==> src/rtl/pc_sequencer_if.sv <==
`default_nettype none
// ============================================================================
//  Module      : pc_sequencer_if
//  Description : Bundle of the fetch-control signals between the IF-stage
//                program counter sequencer and its surroundings (hazard unit,
//                EX-stage redirect, instruction memory, pipeline flush).
//                master : the sequencer (drives PC / request / flush outputs)
//                slave  : the pipeline side (drives stall / redirect / busy)
//  Signals     : STALL          hazard-unit hold request
//                BRANCH_TAKEN   EX-stage redirect strobe
//                BRANCH_TARGET  redirect address [31:0]
//                IMEM_BUSY      instruction memory not accepting the fetch
//                PC             current fetch address [31:0]
//                PC_PLUS4       PC + 4 (combinational) [31:0]
//                IMEM_REQ       fetch request
//                FLUSH          kill IF/ID and ID/EX contents
//                MISALIGN       one-cycle pulse for a misaligned redirect
//  Revision    : 1.0 - initial release
// ============================================================================
interface pc_sequencer_if;
    logic        STALL;
    logic        BRANCH_TAKEN;
    logic [31:0] BRANCH_TARGET;
    logic        IMEM_BUSY;
    logic [31:0] PC;
    logic [31:0] PC_PLUS4;
    logic        IMEM_REQ;
    logic        FLUSH;
    logic        MISALIGN;

    modport master (
        input  STALL, BRANCH_TAKEN, BRANCH_TARGET, IMEM_BUSY,
        output PC, PC_PLUS4, IMEM_REQ, FLUSH, MISALIGN
    );

    modport slave (
        output STALL, BRANCH_TAKEN, BRANCH_TARGET, IMEM_BUSY,
        input  PC, PC_PLUS4, IMEM_REQ, FLUSH, MISALIGN
    );
endinterface
`default_nettype wire

==> src/rtl/pc_sequencer.sv <==
`default_nettype none
// ============================================================================
//  Module      : pc_sequencer
//  Description : IF-stage program counter for the RV32IM pipeline. Each cycle
//                the PC advances, holds (memory busy / hazard stall) or is
//                redirected by the EX stage. A redirect raises FLUSH for
//                FLUSH_CYCLES cycles to kill wrong-path instructions.
//  Parameters  : RESET_VECTOR  PC loaded on reset (word aligned)
//                FLUSH_CYCLES  cycles FLUSH stays high after a redirect (1..7)
//  Ports       : CLOCK  pipeline clock, rising edge
//                RESET  synchronous, active-low reset
//                bus    pc_sequencer_if.master (stall/redirect/busy in,
//                       PC/PC_PLUS4/IMEM_REQ/FLUSH/MISALIGN out)
//  Revision    : 1.0 - initial release
// ============================================================================
module pc_sequencer #(
    parameter logic [31:0] RESET_VECTOR = 32'h0000_0000,
    parameter int          FLUSH_CYCLES = 2
) (
    input  wire logic      CLOCK,
    input  wire logic      RESET,
    pc_sequencer_if.master bus
);

    localparam logic [1:0] ST_FETCH    = 2'd0;
    localparam logic [1:0] ST_WAIT_MEM = 2'd1;
    localparam logic [1:0] ST_FLUSH    = 2'd2;

    localparam logic [2:0] c_FLUSH_INIT = 3'(FLUSH_CYCLES);

    logic [1:0]  r_state;
    logic [31:0] r_pc;
    logic [2:0]  r_cnt;
    logic        r_flush;
    logic        r_misalign;

    logic [1:0]  w_state_nxt;
    logic [31:0] w_pc_nxt;
    logic [2:0]  w_cnt_nxt;
    logic        w_flush_nxt;
    logic        w_misalign_nxt;
    logic        w_redirect;
    logic [31:0] w_pc_plus4;

    assign w_pc_plus4 = r_pc + 32'd4;

    // A redirect arriving during the flush window comes from an instruction
    // that is itself being killed, so it is ignored.
    assign w_redirect = bus.BRANCH_TAKEN && (r_state != ST_FLUSH);

    always_comb begin
        w_state_nxt    = r_state;
        w_pc_nxt       = r_pc;
        w_cnt_nxt      = r_cnt;
        w_flush_nxt    = r_flush;
        w_misalign_nxt = 1'b0;

        if (w_redirect) begin
            // Redirect beats busy and stall; the outstanding fetch is dropped.
            w_pc_nxt       = {bus.BRANCH_TARGET[31:2], 2'b00};
            w_misalign_nxt = |bus.BRANCH_TARGET[1:0];
            w_cnt_nxt      = c_FLUSH_INIT;
            w_flush_nxt    = 1'b1;
            w_state_nxt    = ST_FLUSH;
        end else begin
            // PC movement is the same in every state, including the flush
            // window, so the correct path is fetched while the pipe drains.
            if (!bus.IMEM_BUSY && !bus.STALL) begin
                w_pc_nxt = w_pc_plus4;
            end

            case (r_state)
                ST_FETCH: begin
                    if (bus.IMEM_BUSY) begin
                        w_state_nxt = ST_WAIT_MEM;
                    end
                end
                ST_WAIT_MEM: begin
                    if (!bus.IMEM_BUSY) begin
                        w_state_nxt = ST_FETCH;
                    end
                end
                ST_FLUSH: begin
                    // Counter runs regardless of stall/busy; the flush ends
                    // on the cycle it reaches zero.
                    w_cnt_nxt = r_cnt - 3'd1;
                    if (r_cnt <= 3'd1) begin
                        w_cnt_nxt   = 3'd0;
                        w_flush_nxt = 1'b0;
                        w_state_nxt = bus.IMEM_BUSY ? ST_WAIT_MEM : ST_FETCH;
                    end else begin
                        w_flush_nxt = 1'b1;
                    end
                end
                default: begin
                    w_state_nxt = ST_FETCH;
                    w_flush_nxt = 1'b0;
                    w_cnt_nxt   = 3'd0;
                end
            endcase
        end
    end

    always_ff @(posedge CLOCK) begin
        if (!RESET) begin
            r_state    <= ST_FETCH;
            r_pc       <= RESET_VECTOR;
            r_cnt      <= 3'd0;
            r_flush    <= 1'b0;
            r_misalign <= 1'b0;
        end else begin
            r_state    <= w_state_nxt;
            r_pc       <= w_pc_nxt;
            r_cnt      <= w_cnt_nxt;
            r_flush    <= w_flush_nxt;
            r_misalign <= w_misalign_nxt;
        end
    end

    assign bus.PC       = r_pc;
    assign bus.PC_PLUS4 = w_pc_plus4;
    // Fetch is requested in every state once out of reset.
    assign bus.IMEM_REQ = RESET;
    assign bus.FLUSH    = r_flush;
    assign bus.MISALIGN = r_misalign;

endmodule
`default_nettype wire

==> src/flat_wrapper.sv <==
// flat-port wrapper written by rule: the top's interface ports become plain ports
module pc_sequencer_flat 
#(
    parameter logic [31:0] RESET_VECTOR = 32'h0000_0000,
    parameter int          FLUSH_CYCLES = 2
)
  (CLOCK, RESET, bus_STALL, bus_BRANCH_TAKEN, bus_BRANCH_TARGET, bus_IMEM_BUSY, bus_PC, bus_PC_PLUS4, bus_IMEM_REQ, bus_FLUSH, bus_MISALIGN);
  pc_sequencer_if bus_i ();
  input  wire logic CLOCK;
  input  wire logic RESET;
  input wire logic [$bits(bus_i.STALL)-1:0] bus_STALL;
  input wire logic [$bits(bus_i.BRANCH_TAKEN)-1:0] bus_BRANCH_TAKEN;
  input wire logic [$bits(bus_i.BRANCH_TARGET)-1:0] bus_BRANCH_TARGET;
  input wire logic [$bits(bus_i.IMEM_BUSY)-1:0] bus_IMEM_BUSY;
  output wire logic [$bits(bus_i.PC)-1:0] bus_PC;
  output wire logic [$bits(bus_i.PC_PLUS4)-1:0] bus_PC_PLUS4;
  output wire logic [$bits(bus_i.IMEM_REQ)-1:0] bus_IMEM_REQ;
  output wire logic [$bits(bus_i.FLUSH)-1:0] bus_FLUSH;
  output wire logic [$bits(bus_i.MISALIGN)-1:0] bus_MISALIGN;
  assign bus_i.STALL = bus_STALL;
  assign bus_i.BRANCH_TAKEN = bus_BRANCH_TAKEN;
  assign bus_i.BRANCH_TARGET = bus_BRANCH_TARGET;
  assign bus_i.IMEM_BUSY = bus_IMEM_BUSY;
  assign bus_PC = bus_i.PC;
  assign bus_PC_PLUS4 = bus_i.PC_PLUS4;
  assign bus_IMEM_REQ = bus_i.IMEM_REQ;
  assign bus_FLUSH = bus_i.FLUSH;
  assign bus_MISALIGN = bus_i.MISALIGN;
  pc_sequencer #(.RESET_VECTOR(RESET_VECTOR), .FLUSH_CYCLES(FLUSH_CYCLES)) u_core (.CLOCK(CLOCK), .RESET(RESET), .bus(bus_i));
endmodule
==> config.mk <==
export PLATFORM = sky130hd
export DESIGN_NAME = pc_sequencer_flat
export DESIGN_NICKNAME = d
export VERILOG_FILES = /design/src/rtl/pc_sequencer_if.sv /design/src/rtl/pc_sequencer.sv /design/src/flat_wrapper.sv
export SDC_FILE = /design/constraint.sdc
export NUM_CORES = 1
export LEC_CHECK = 0
export ABC_AREA = 1
export ABC_CLOCK_PERIOD_IN_PS = 1400
export BUFFER_PORTS_ARGS = -buffer_cell sky130_fd_sc_hd__clkbuf_2
export CORE_MARGIN = 1.5
export CORE_UTILIZATION = 44
export DETAILED_ROUTE_END_ITERATION = 6
export GPL_TIMING_DRIVEN = 0
export PLACE_DENSITY_LB_ADDON = 0.12
export SYNTH_ARGS = -nofsm -noshare
export SYNTH_HDL_FRONTEND = slang
export SYNTH_SLANG_ARGS = --single-unit
==> constraint.sdc <==
create_clock -name CLOCK -period 1.4 [get_ports CLOCK]
set_input_delay 0.14 -clock CLOCK [delete_from_list [all_inputs] [get_ports CLOCK]]
set_output_delay 0.14 -clock CLOCK [all_outputs]
set_load 0.01 [all_outputs]
==> out/metrics.csv, run 1 <==
metric,value,unit
cts_root_buf,clkbuf_8,
setup_viol,47,
synth_top_family_by_area,simple AND/OR/NAND/NOR gates,
drive_above_1_share,52.8,%
grt_setup_unrepaired,yes,
netlist_instances,411,
synth_compound_area_share,10.7,%
final_util,74.2,%
synthAdderAreaFrac,0.967,%
ant_nets,0,
hold_viol_final,0,
slew_headroom,57.8,%
power,0.00293,W
drc,0,
yosys.area.top_type,dfxtp_1,
die_area,6350,um^2
hold_buffers,0,
yosysWarningCount,0,
final_nets,604,
setup-tns-final,-11.65,ns
final.min_clock_period,1.89,ns
drt-met1-wl,3.77,mm
worst-setup-path-type,reg -> out,
violations,negative setup slack,
synth-edff-count,0,
vias_per_cell,5.14,
max_cap_viol_count,0,
synth_commonest_cells,"nand2_1 (150), inv_1 (47), dfxtp_1 (37), nor2_1 (35), a21oi_1 (26)",
worst_slew_pin_slew,0.632,ns
synthTopCellsByArea,"dfxtp_1 (29%), nand2_1 (22%), inv_1 (6.8%)",
startpoint_type,register,
h-tree-depth,2,
die_y,79.7,um
drt-pass1-iter-count,5,
antenna_cells,0,
grt_pass1_vias,2881,
ioPinCount,104,
outcome,"finished, violations left",
netlist_area,2590,um^2
synth_xor_xnor_area_share,7.15,%
p_per_area,704,nW/um^2
max-vdd-ir-drop,0.562,mV
clock_path_buffers,2,
wl_met2,4.60,mm
timing.final.crit_share,135,%
wl_per_cell,14.8,um
highest-signal-layer,met4,
worstPathRequired,1.26,ns
fmax,0.530,GHz
start_util,46.2,%
fin_ws,-0.486,ns
coreArea,5610,um^2
synthMuxAreaShare,0,%
skew,0.00516,ns
cp_max_fo,5,
vias,3277,
synth_area_per_cell,6.30,um^2
clkSinkCount,37,
place_inst,584,
antenna_found_initial,0,
finalWeightedCongestion,0.899,
drtIter0Drc,208,
grt_pass1_wl,13.4,mm
ys.flop_type,dfxtp_1,
async_flop_share,0,%
dp_hpwl,5.79,mm
yosysMostFrequentCell,nand2_1,
cts_tree,done,
synth_top_area_share,28.6,%
numCtsBuffers,5,
grt_overflow_total,0,
end_kind,output pin,
track_usage,27.1,%
clk_pin_slew,0.08,ns
dr_wl_met3,812,um
rows,27,
instances_no_fill,638,
synthSimpleGateAreaFrac,41.0,%
die_x,79.7,um
ys_seq_area_share,28.6,%
hold_class,in -> reg,
port_buffers,98,
leakage,2.01,nW
place_ws,-0.296,ns
synth_cell_types,30,
grt_max_degree,13,
totalWireLength,9.44,mm
arrival,1.75,ns
synthToLayoutAreaGrowth,60.7,%
drv_slew,0,
clk_latency,0.30,ns
ys_ff_latch,37,
worst max-delay path: stages, from the launching register on:
cell and delay, ns:
dfxtp_4 0.36, nand2_1 0.10, nor2_2 0.16, nand2_4 0.11, nor2_4 0.19, buf_4 0.16, xor2_2 0.19, buf_2 0.17
metrics by stage:
stage,hold WS [ns],area (um^2)
floorplan,0.269,2640
global placement,0.356,3220
detailed placement,0.374,3220
CTS,0.0686,3830
global route,0.0906,4160
finish,0.0649,4160
cell families (layout without fill, tap and decap cells):
logic type | count (synthesis) | in the layout
fa+ha+maj | 2 | 2
buf+inv | 67 | 219
flops | 37 | 37
simple gates | 236 | 236
xor+xnor | 16 | 16
compound gates | 52 | 52
other cells | 1 | 4
final cells by class:
type | count | area, um^2
Multi-Input combinational cell | 310 | 1900
Fill cell | 458 | 1450
Timing Repair Buffer | 144 | 945
Sequential cell | 37 | 815
Inverter | 51 | 196
Buffer | 16 | 124
Tap cell | 72 | 90.1
Clock buffer | 5 | 68.8
Clock inverter | 3 | 17.5
state kept, by name, summed over array words and instances, names as in the netlist:
signal	count
u_core.r_state	2
u_core.r_cnt	3
u_core.bus.FLUSH	1
u_core.bus.MISALIGN	1
u_core.bus.PC	30
where the power goes:
group          total (W)  switching [W]  internal [W]  leakage [nW]
sequential       0.00124       0.000107       0.00113         0.320
combinational   0.000908       0.000494      0.000414          1.65
clock           0.000782       0.000437      0.000345        0.0439
worst paths after layout:
| kind | slack [ns] | cells past startpoint | from | end |
|---|---|---|---|---|
| min reg2reg | 0.45 | 1 | u_core.r_state[1]$_SDFFE_PN0P_ | u_core.r_cnt[0]$_SDFFE_PP0P_ |
| min | 0.06 | 3 | bus_BRANCH_TARGET[0] | u_core.bus.MISALIGN$_SDFF_PN0_ |
| max reg2reg | -0.29 | 11 | u_core.bus.PC[2]$_SDFFE_PN0P_ | u_core.bus.PC[20]$_SDFFE_PN0P_ |
| max | -0.49 | 7 | u_core.bus.PC[8]$_SDFFE_PN0P_ | bus_PC_PLUS4[11] |
routing by layer:
| layer | vias to the layer above | global-route usage [%] |
|---|---|---|
| met1 | 1490 | 33.5 |
| li1 | 1568 | - |
| met3 | 29 | 5.26 |
| met2 | 190 | 47.3 |
| met4 | 0 | 8.07 |
| met5 | - | 0 |
layout by cell type (no fill, tap or decap), drive strengths merged, types with 2 or more instances in the layout:
cell,instances
and2,3
dfxtp,37
nand3,21
a31oi,8
nor2,50
ha,2
o21ai,16
clkbuf,86
xor2,12
nand2,158
nand4,2
clkinv,3
a21oi,26
inv,50
xnor2,4
buf,79
conb,4
repair_timing:
| action | 4_1_cts | 5_1_grt |
|---|---|---|
| pin swaps | 33 | 31 |
| gates resized for setup | 91 | 77 |
| hold endpoints to repair | 0 | 0 |
| cloned | 0 | 2 |
| setup endpoints to repair | 58 | 54 |
| buffers inserted | 32 | 18 |
Power figures use the tool's default switching activity.
==> run 2: changes to the inputs <==
- MAX_ROUTING_LAYER: default -> met4
==> run 2 against run 1 <==
The flow still finishes with violations (negative setup slack). Non-clock buffer count stayed put. Largest power group unchanged. Final area is the same. Global-route usage rose by 0.69 points. Critical path depth rose by 1. Via count decreased by 0.34%. Largest cell class unchanged. Worst setup slack better by 0.016 ns. Sequential share of layout area unchanged. Power about the same. Critical endpoint is now bus_PC_PLUS4[30]. Fmax increased by 0.84%.
==> out/metrics.csv, run 2 (synthesized netlist as in run 1, its figures left out) <==
metric,value,unit,change
outcome,"finished, violations left",,
coreArea,5610,um^2,unchanged
reg2reg_slack,-0.31,ns,-0.02 ns
drc,0,,unchanged
skew,0.00631,ns,+0.00115 ns
place_ws,-0.296,ns,unchanged
track_usage,27.8,%,+0.69 points
drtIter0Drc,217,,+4.3%
synthToLayoutAreaGrowth,60.7,%,unchanged
drt-pass1-iter-count,5,,unchanged
die_area,6350,um^2,unchanged
placed_cell_area,3220,um^2,unchanged
dp_hpwl,5.79,mm,unchanged
crit_buf_inv,2,,unchanged
ioPinCount,104,,unchanged
path_delay_family,simple AND/OR/NAND/NOR gates,,
clk_pin_slew,0.08,ns,about the same
fmax,0.535,GHz,+0.84%
leakage,2.01,nW,about the same
path_cells,ha_4 -> inv_4 -> nor2_4 -> nand2_4 -> nor2_8 -> nand3_1 -> nand2_2 -> buf_6,,
final.min_clock_period,1.87,ns,-0.0156 ns
p_per_area,704,nW/um^2,about the same
clkSinkCount,37,,unchanged
place_inst,584,,unchanged
end_kind,output pin,,
post-route-cell-area,4160,um^2,unchanged
grt_overflow_total,0,,unchanged
grt_setup_unrepaired,yes,,
setup_viol,45,,-4.3%
antenna_cells,0,,unchanged
fill_cells,459,,+0.22%
largest_reg_flops,30,,unchanged
grt_pass1_vias,2883,,+0.069%
cts_root_buf,clkbuf_8,,
cp_max_fo,7,,+2
clk_latency,0.30,ns,about the same
instances_no_fill,638,,unchanged
finalWeightedCongestion,0.914,,+1.7%
cpPeakStageDelay,0.38,ns,+0.02 ns
grt_max_degree,13,,unchanged
vias_per_cell,5.12,,-0.34%
layout_commonest_cell,nand2_1,,
worst_slew_pin_slew,0.622,ns,-0.00999 ns
startpoint_type,register,,
cp_slowest_cell,dfxtp_4,,
vias,3266,,-0.34%
worstPathRequired,1.26,ns,about the same
port_buffers,98,,unchanged
hold_class,in -> reg,,
rows,27,,unchanged
clock_path_buffers,2,,unchanged
power,0.00293,W,about the same
antenna_found_initial,0,,unchanged
fin_ws,-0.470,ns,+0.0156 ns
die_x,79.7,um,unchanged
hold_viol_final,0,,unchanged
max_cap_viol_count,0,,unchanged
final_nets,604,,unchanged
slew_headroom,58.5,%,+0.67 points
drive_above_1_share,52.8,%,unchanged
worst-setup-path-type,reg -> out,,
h-tree-depth,2,,unchanged
grt_pass1_wl,13.4,mm,unchanged
start_util,46.2,%,unchanged
totalWireLength,9.43,mm,-0.12%
timing.final.crit_share,134,%,-1.1 points
ant_nets,0,,unchanged
max-vdd-ir-drop,0.565,mV,+0.56%
drv_slew,0,,unchanged
die_y,79.7,um,unchanged
layout_common_cells,"nand2_1 (124), clkbuf_2 (74), inv_1 (45)",,
cts_tree,done,,
wl_per_cell,14.8,um,-0.12%
violations,negative setup slack,,
arrival,1.73,ns,-0.02 ns
numCtsBuffers,5,,unchanged
## run 2: cell counts in the layout (fill, tap and decap cells not counted)
No cell type changed its count.
## run 2: worst reg2reg max path: cells and delay by family, from the launching register on
family	cells	cell delay, ns
flip-flops	1	0.38
adder cells (fa/ha/maj)	1	0.15
AO/OA/AOI/OAI	1	0.14
AND/OR/NAND/NOR	7	0.73
buffers and inverters	2	0.17
## run 2: worst paths after layout
check / start / to / cells past startpoint
worst max register to register: u_core.bus.PC[2]$_SDFFE_PN0P_ / u_core.bus.PC[20]$_SDFFE_PN0P_ / 11
worst max-delay path: u_core.bus.PC[2]$_SDFFE_PN0P_ / bus_PC_PLUS4[30] / 8
worst min register to register: u_core.r_state[1]$_SDFFE_PN0P_ / u_core.r_cnt[0]$_SDFFE_PP0P_ / 1
worst min-delay path: bus_BRANCH_TARGET[0] / u_core.bus.MISALIGN$_SDFF_PN0_ / 3
## run 2: what timing repair did
item / in CTS / in global routing
endpoints found under the setup margin: 58 / 54
pin swaps: 33 / 31
resized for setup: 91 / 77
hold buffers: 0 / 0
cloned: 0 / 2
buffers inserted: 32 / 17
## run 2: metrics by stage
step / hold WS [ns] / utilization (%) / TNS, ns
3_5_place_dp: 0.374 / 57.4 / -5.24
2_1_floorplan: 0.269 / - / -0.00884
3_3_place_gp: 0.356 / 57.4 / -4.58
6_report: 0.0648 / 74.2 / -11.62
4_1_cts: 0.0686 / 68.4 / -7.97
5_1_grt: 0.0915 / 74.2 / -14.97
## run 2: layer usage
layer	wire [um]	vias to the layer above	track usage [%]
met2	4560	181	47.3
met5	0	-	-
met1	3920	1488	33.6
met4	297	0	8.07
li1	-	1566	-
met3	656	31	4.91
## run 2: final cells by class
cell class / count / area [um^2] / share of cell area, %
Buffer: 16 / 124 / 2.98
Clock buffer: 5 / 68.8 / 1.65
Timing Repair Buffer: 144 / 945 / 22.7
Multi-Input combinational cell: 310 / 1900 / 45.8
Clock inverter: 3 / 17.5 / 0.421
Sequential cell: 37 / 815 / 19.6
Inverter: 51 / 196 / 4.72
Tap cell: 72 / 90.1 / 2.17
## run 2: power breakdown
part	internal, W	leakage (nW)	switching, W
registers	0.00113	0.320	0.000108
clock network	0.000345	0.0439	0.000435
logic	0.000414	1.65	0.000494
==> run 3: changes to the inputs <==
- ABC_AREA: 1 -> default
- SLEW_MARGIN: default -> 20
==> run 3 against run 2 <==
First-iteration DRC count fell by 12%. Final area rose by 0.15%. Highest routed layer unchanged. Worst setup slack got worse by 0.18 ns. Critical path type unchanged. Hold slack got worse by 0.020 ns. The flow still finishes with violations (negative setup slack). Routed wire length rose by 0.93%. Clock skew barely moved. Via count fell by 8.5%. Non-clock buffer count rose by 11.
==> out/metrics.csv, run 3 <==
metric,value,unit,change
yosysMostFrequentCell,dfxtp_1,,
ys_seq_area_share,30.2,%,+1.6 points
drt-pass1-iter-count,5,,unchanged
clock_path_buffers,2,,unchanged
netlist_area,2450,um^2,-5.3%
hold_class,in -> reg,,
hold_buffers,0,,unchanged
die_x,77.6,um,-2.6%
clk_pin_slew,0.08,ns,about the same
skew,0.00594,ns,-0.000372 ns
setup-tns-final,-21.75,ns,-10.13 ns
ys.flop_type,dfxtp_1,,
cts_tree,done,,
coreArea,5240,um^2,-6.6%
die_y,77.6,um,-2.6%
place_ws,-0.678,ns,-0.381 ns
reg2reg_slack,-0.56,ns,-0.25 ns
synth-edff-count,0,,unchanged
intPower,0.00219,W,+16%
pwr-share-seq,40.1,%,-2.3 points
worst-setup-path-type,reg -> out,,
synth_top_area_share,30.2,%,+1.6 points
leakage,1.93,nW,-4.0%
instances_no_fill,533,,-16%
violations,negative setup slack,,
synth_cell_types,47,,+57%
worstPathRequired,1.26,ns,about the same
grt_setup_unrepaired,yes,,
slew_headroom,58.2,%,-0.25 points
swShare,32.0,%,-3.4 points
ioPinCount,104,,unchanged
wl_per_cell,17.9,um,+21%
clk_latency,0.30,ns,about the same
power,0.00322,W,+10%
grt_pass1_vias,2628,,-8.8%
synth_commonest_cells,"dfxtp_1 (37), nor2_1 (31), xnor2_1 (31), xor2_1 (24), o21ai_0 (21)",,
h-tree-depth,2,,unchanged
drive_above_1_share,57.2,%,+4.4 points
hold_viol_final,0,,unchanged
drtIter0Drc,191,,-12%
arrival,1.91,ns,+0.18 ns
setup_viol,53,,+18%
ant_nets,0,,unchanged
cp_max_fo,5,,-2
outcome,"finished, violations left",,
rr_worst_depth,6,,-5
clkSinkCount,37,,unchanged
final.min_clock_period,2.05,ns,+0.176 ns
critPathCapture,bus_PC_PLUS4[28],,
timing.final.crit_share,146,%,+13 points
finalWeightedCongestion,0.898,,-1.7%
netlist_instances,305,,-26%
max-vdd-ir-drop,0.587,mV,+3.8%
fill_cells,355,,-23%
grt_pass1_wl,13.1,mm,-2.3%
totalWireLength,9.52,mm,+0.93%
worst_slew_pin_slew,0.626,ns,+0.00380 ns
r2r_end,u_core.bus.PC[23]$_SDFFE_PN0P_,,
max_cap_viol_count,0,,unchanged
dp_hpwl,5.19,mm,-10%
port_buffers,99,,+1.0%
antenna_cells,0,,unchanged
die_area,6030,um^2,-5.1%
async_flop_share,0,%,unchanged
combPwrFrac,26.9,%,-4.1 points
vias,2990,,-8.5%
antenna_found_initial,0,,unchanged
layout_commonest_cell,clkbuf_2,,
layout_common_cells,"clkbuf_2 (78), buf_4 (36), buf_2 (24)",,
crit_path_start,u_core.bus.PC[11]$_SDFFE_PN0P_,,
end_kind,output pin,,
synthTopCellsByArea,"dfxtp_1 (30%), xnor2_1 (11%), xor2_1 (8.6%)",,
startpoint_type,register,,
p_switching,0.00103,W,-0.55%
track_usage,28.3,%,+0.52 points
drv_slew,0,,unchanged
synth_area_per_cell,8.04,um^2,+28%
synthToLayoutAreaGrowth,69.9,%,
yosysWarningCount,0,,unchanged
start_util,46.8,%,+0.64 points
fin_ws,-0.646,ns,-0.176 ns
grt_overflow_total,0,,unchanged
cts_root_buf,clkbuf_8,,
yosys.area.top_type,dfxtp_1,,
ys_ff_latch,37,,unchanged
grt_max_degree,13,,unchanged
timing.rr.start,u_core.bus.PC[11]$_SDFFE_PN0P_,,
rows,26,,-3.7%
fmax,0.489,GHz,-8.6%
vias_per_cell,5.61,,+9.6%
p_per_area,773,nW/um^2,+9.8%
final_nets,501,,-17%
largest_reg_flops,30,,unchanged
numCtsBuffers,5,,unchanged
p_clk_share,33.0,%,+6.4 points
place_inst,477,,-18%
drc,0,,unchanged
## run 3: kinds of logic (layout without fill, tap and decap cells)
| group | Yosys count | after routing | synth area share [%] |
|---|---|---|---|
| XOR/XNOR | 55 | 55 | 19.7 |
| adder cells (fa/ha/maj) | 2 | 2 | 1.02 |
| multiplexers | 1 | 1 | 0.408 |
| AND/OR/NAND/NOR | 120 | 120 | 27.2 |
| flip-flops | 37 | 37 | 30.2 |
| buffers and inverters | 30 | 185 | 7.30 |
| AO/OA/AOI/OAI | 59 | 59 | 14.1 |
| other | 1 | 4 | 0.153 |
## run 3: what timing repair did
item / 4_1_cts / 5_1_grt
pin swaps: 41 / 52
resized for setup: 73 / 79
buffers inserted: 33 / 24
endpoints found under the setup margin: 60 / 61
## run 3: power by group through the flow
| stage | Clock [W] | Combinational [W] | Sequential, W |
|---|---|---|---|
| after floorplan | 0 | 0.000415 | 0.00132 |
| after global placement | 0 | 0.000716 | 0.00129 |
| after detailed placement | 0 | 0.000723 | 0.00130 |
| after CTS | 0.00107 | 0.000803 | 0.00127 |
| after global routing | 0.00112 | 0.000917 | 0.00131 |
| final | 0.00106 | 0.000865 | 0.00129 |
## run 3: final cells by class
type                            count  area, um^2  area share [%]
Sequential cell                    37         797            19.1
Multi-Input combinational cell    241        1990            47.7
Inverter                            6        22.5           0.541
Buffer                             19         141            3.39
Timing Repair Buffer              152        1000            24.0
Tap cell                           70        87.6            2.10
Clock inverter                      2        35.0           0.841
Clock buffer                        6        93.8            2.25
## run 3: critical path, stage by stage (launching register included)
cell and delay [ns]:
dfxtp_4 0.40, nand4_4 0.15, nor4_4 0.41, buf_4 0.19, nand3_2 0.09, xnor2_2 0.20, buf_2 0.17
## run 3: metrics by stage
stage | area [um^2] | utilization [%] | hold slack [ns]
2_1_floorplan | 2580 | - | 0.256
3_3_place_gp | 3160 | 60.4 | 0.346
3_5_place_dp | 3160 | 60.4 | 0.351
4_1_cts | 3820 | 72.9 | 0.0407
5_1_grt | 4170 | 79.5 | 0.0739
6_report | 4170 | 79.5 | 0.0451
## run 3: per-layer routing
metal  wire (um)  GRT usage (%)  up-vias
met2        4800           47.7      152
met3         635           4.82       23
met4         224           8.36        0
met1        3860           34.6     1433
li1            -              -     1382
met5           0              -        -
## run 3: how the worst min path moves through the flow
stage	from	endpoint	slack, ns	cells after the start
after CTS	bus_BRANCH_TARGET[0]	u_core.bus.MISALIGN$_SDFF_PN0_	0.04	3
after detailed placement	bus_BRANCH_TARGET[0]	u_core.bus.MISALIGN$_SDFF_PN0_	0.35	3
after floorplan	bus_BRANCH_TARGET[0]	u_core.bus.MISALIGN$_SDFF_PN0_	0.26	2
after global routing	bus_BRANCH_TARGET[17]	u_core.bus.PC[17]$_SDFFE_PN0P_	0.07	3
after global placement	bus_BRANCH_TARGET[0]	u_core.bus.MISALIGN$_SDFF_PN0_	0.35	3
final	bus_BRANCH_TARGET[0]	u_core.bus.MISALIGN$_SDFF_PN0_	0.05	3
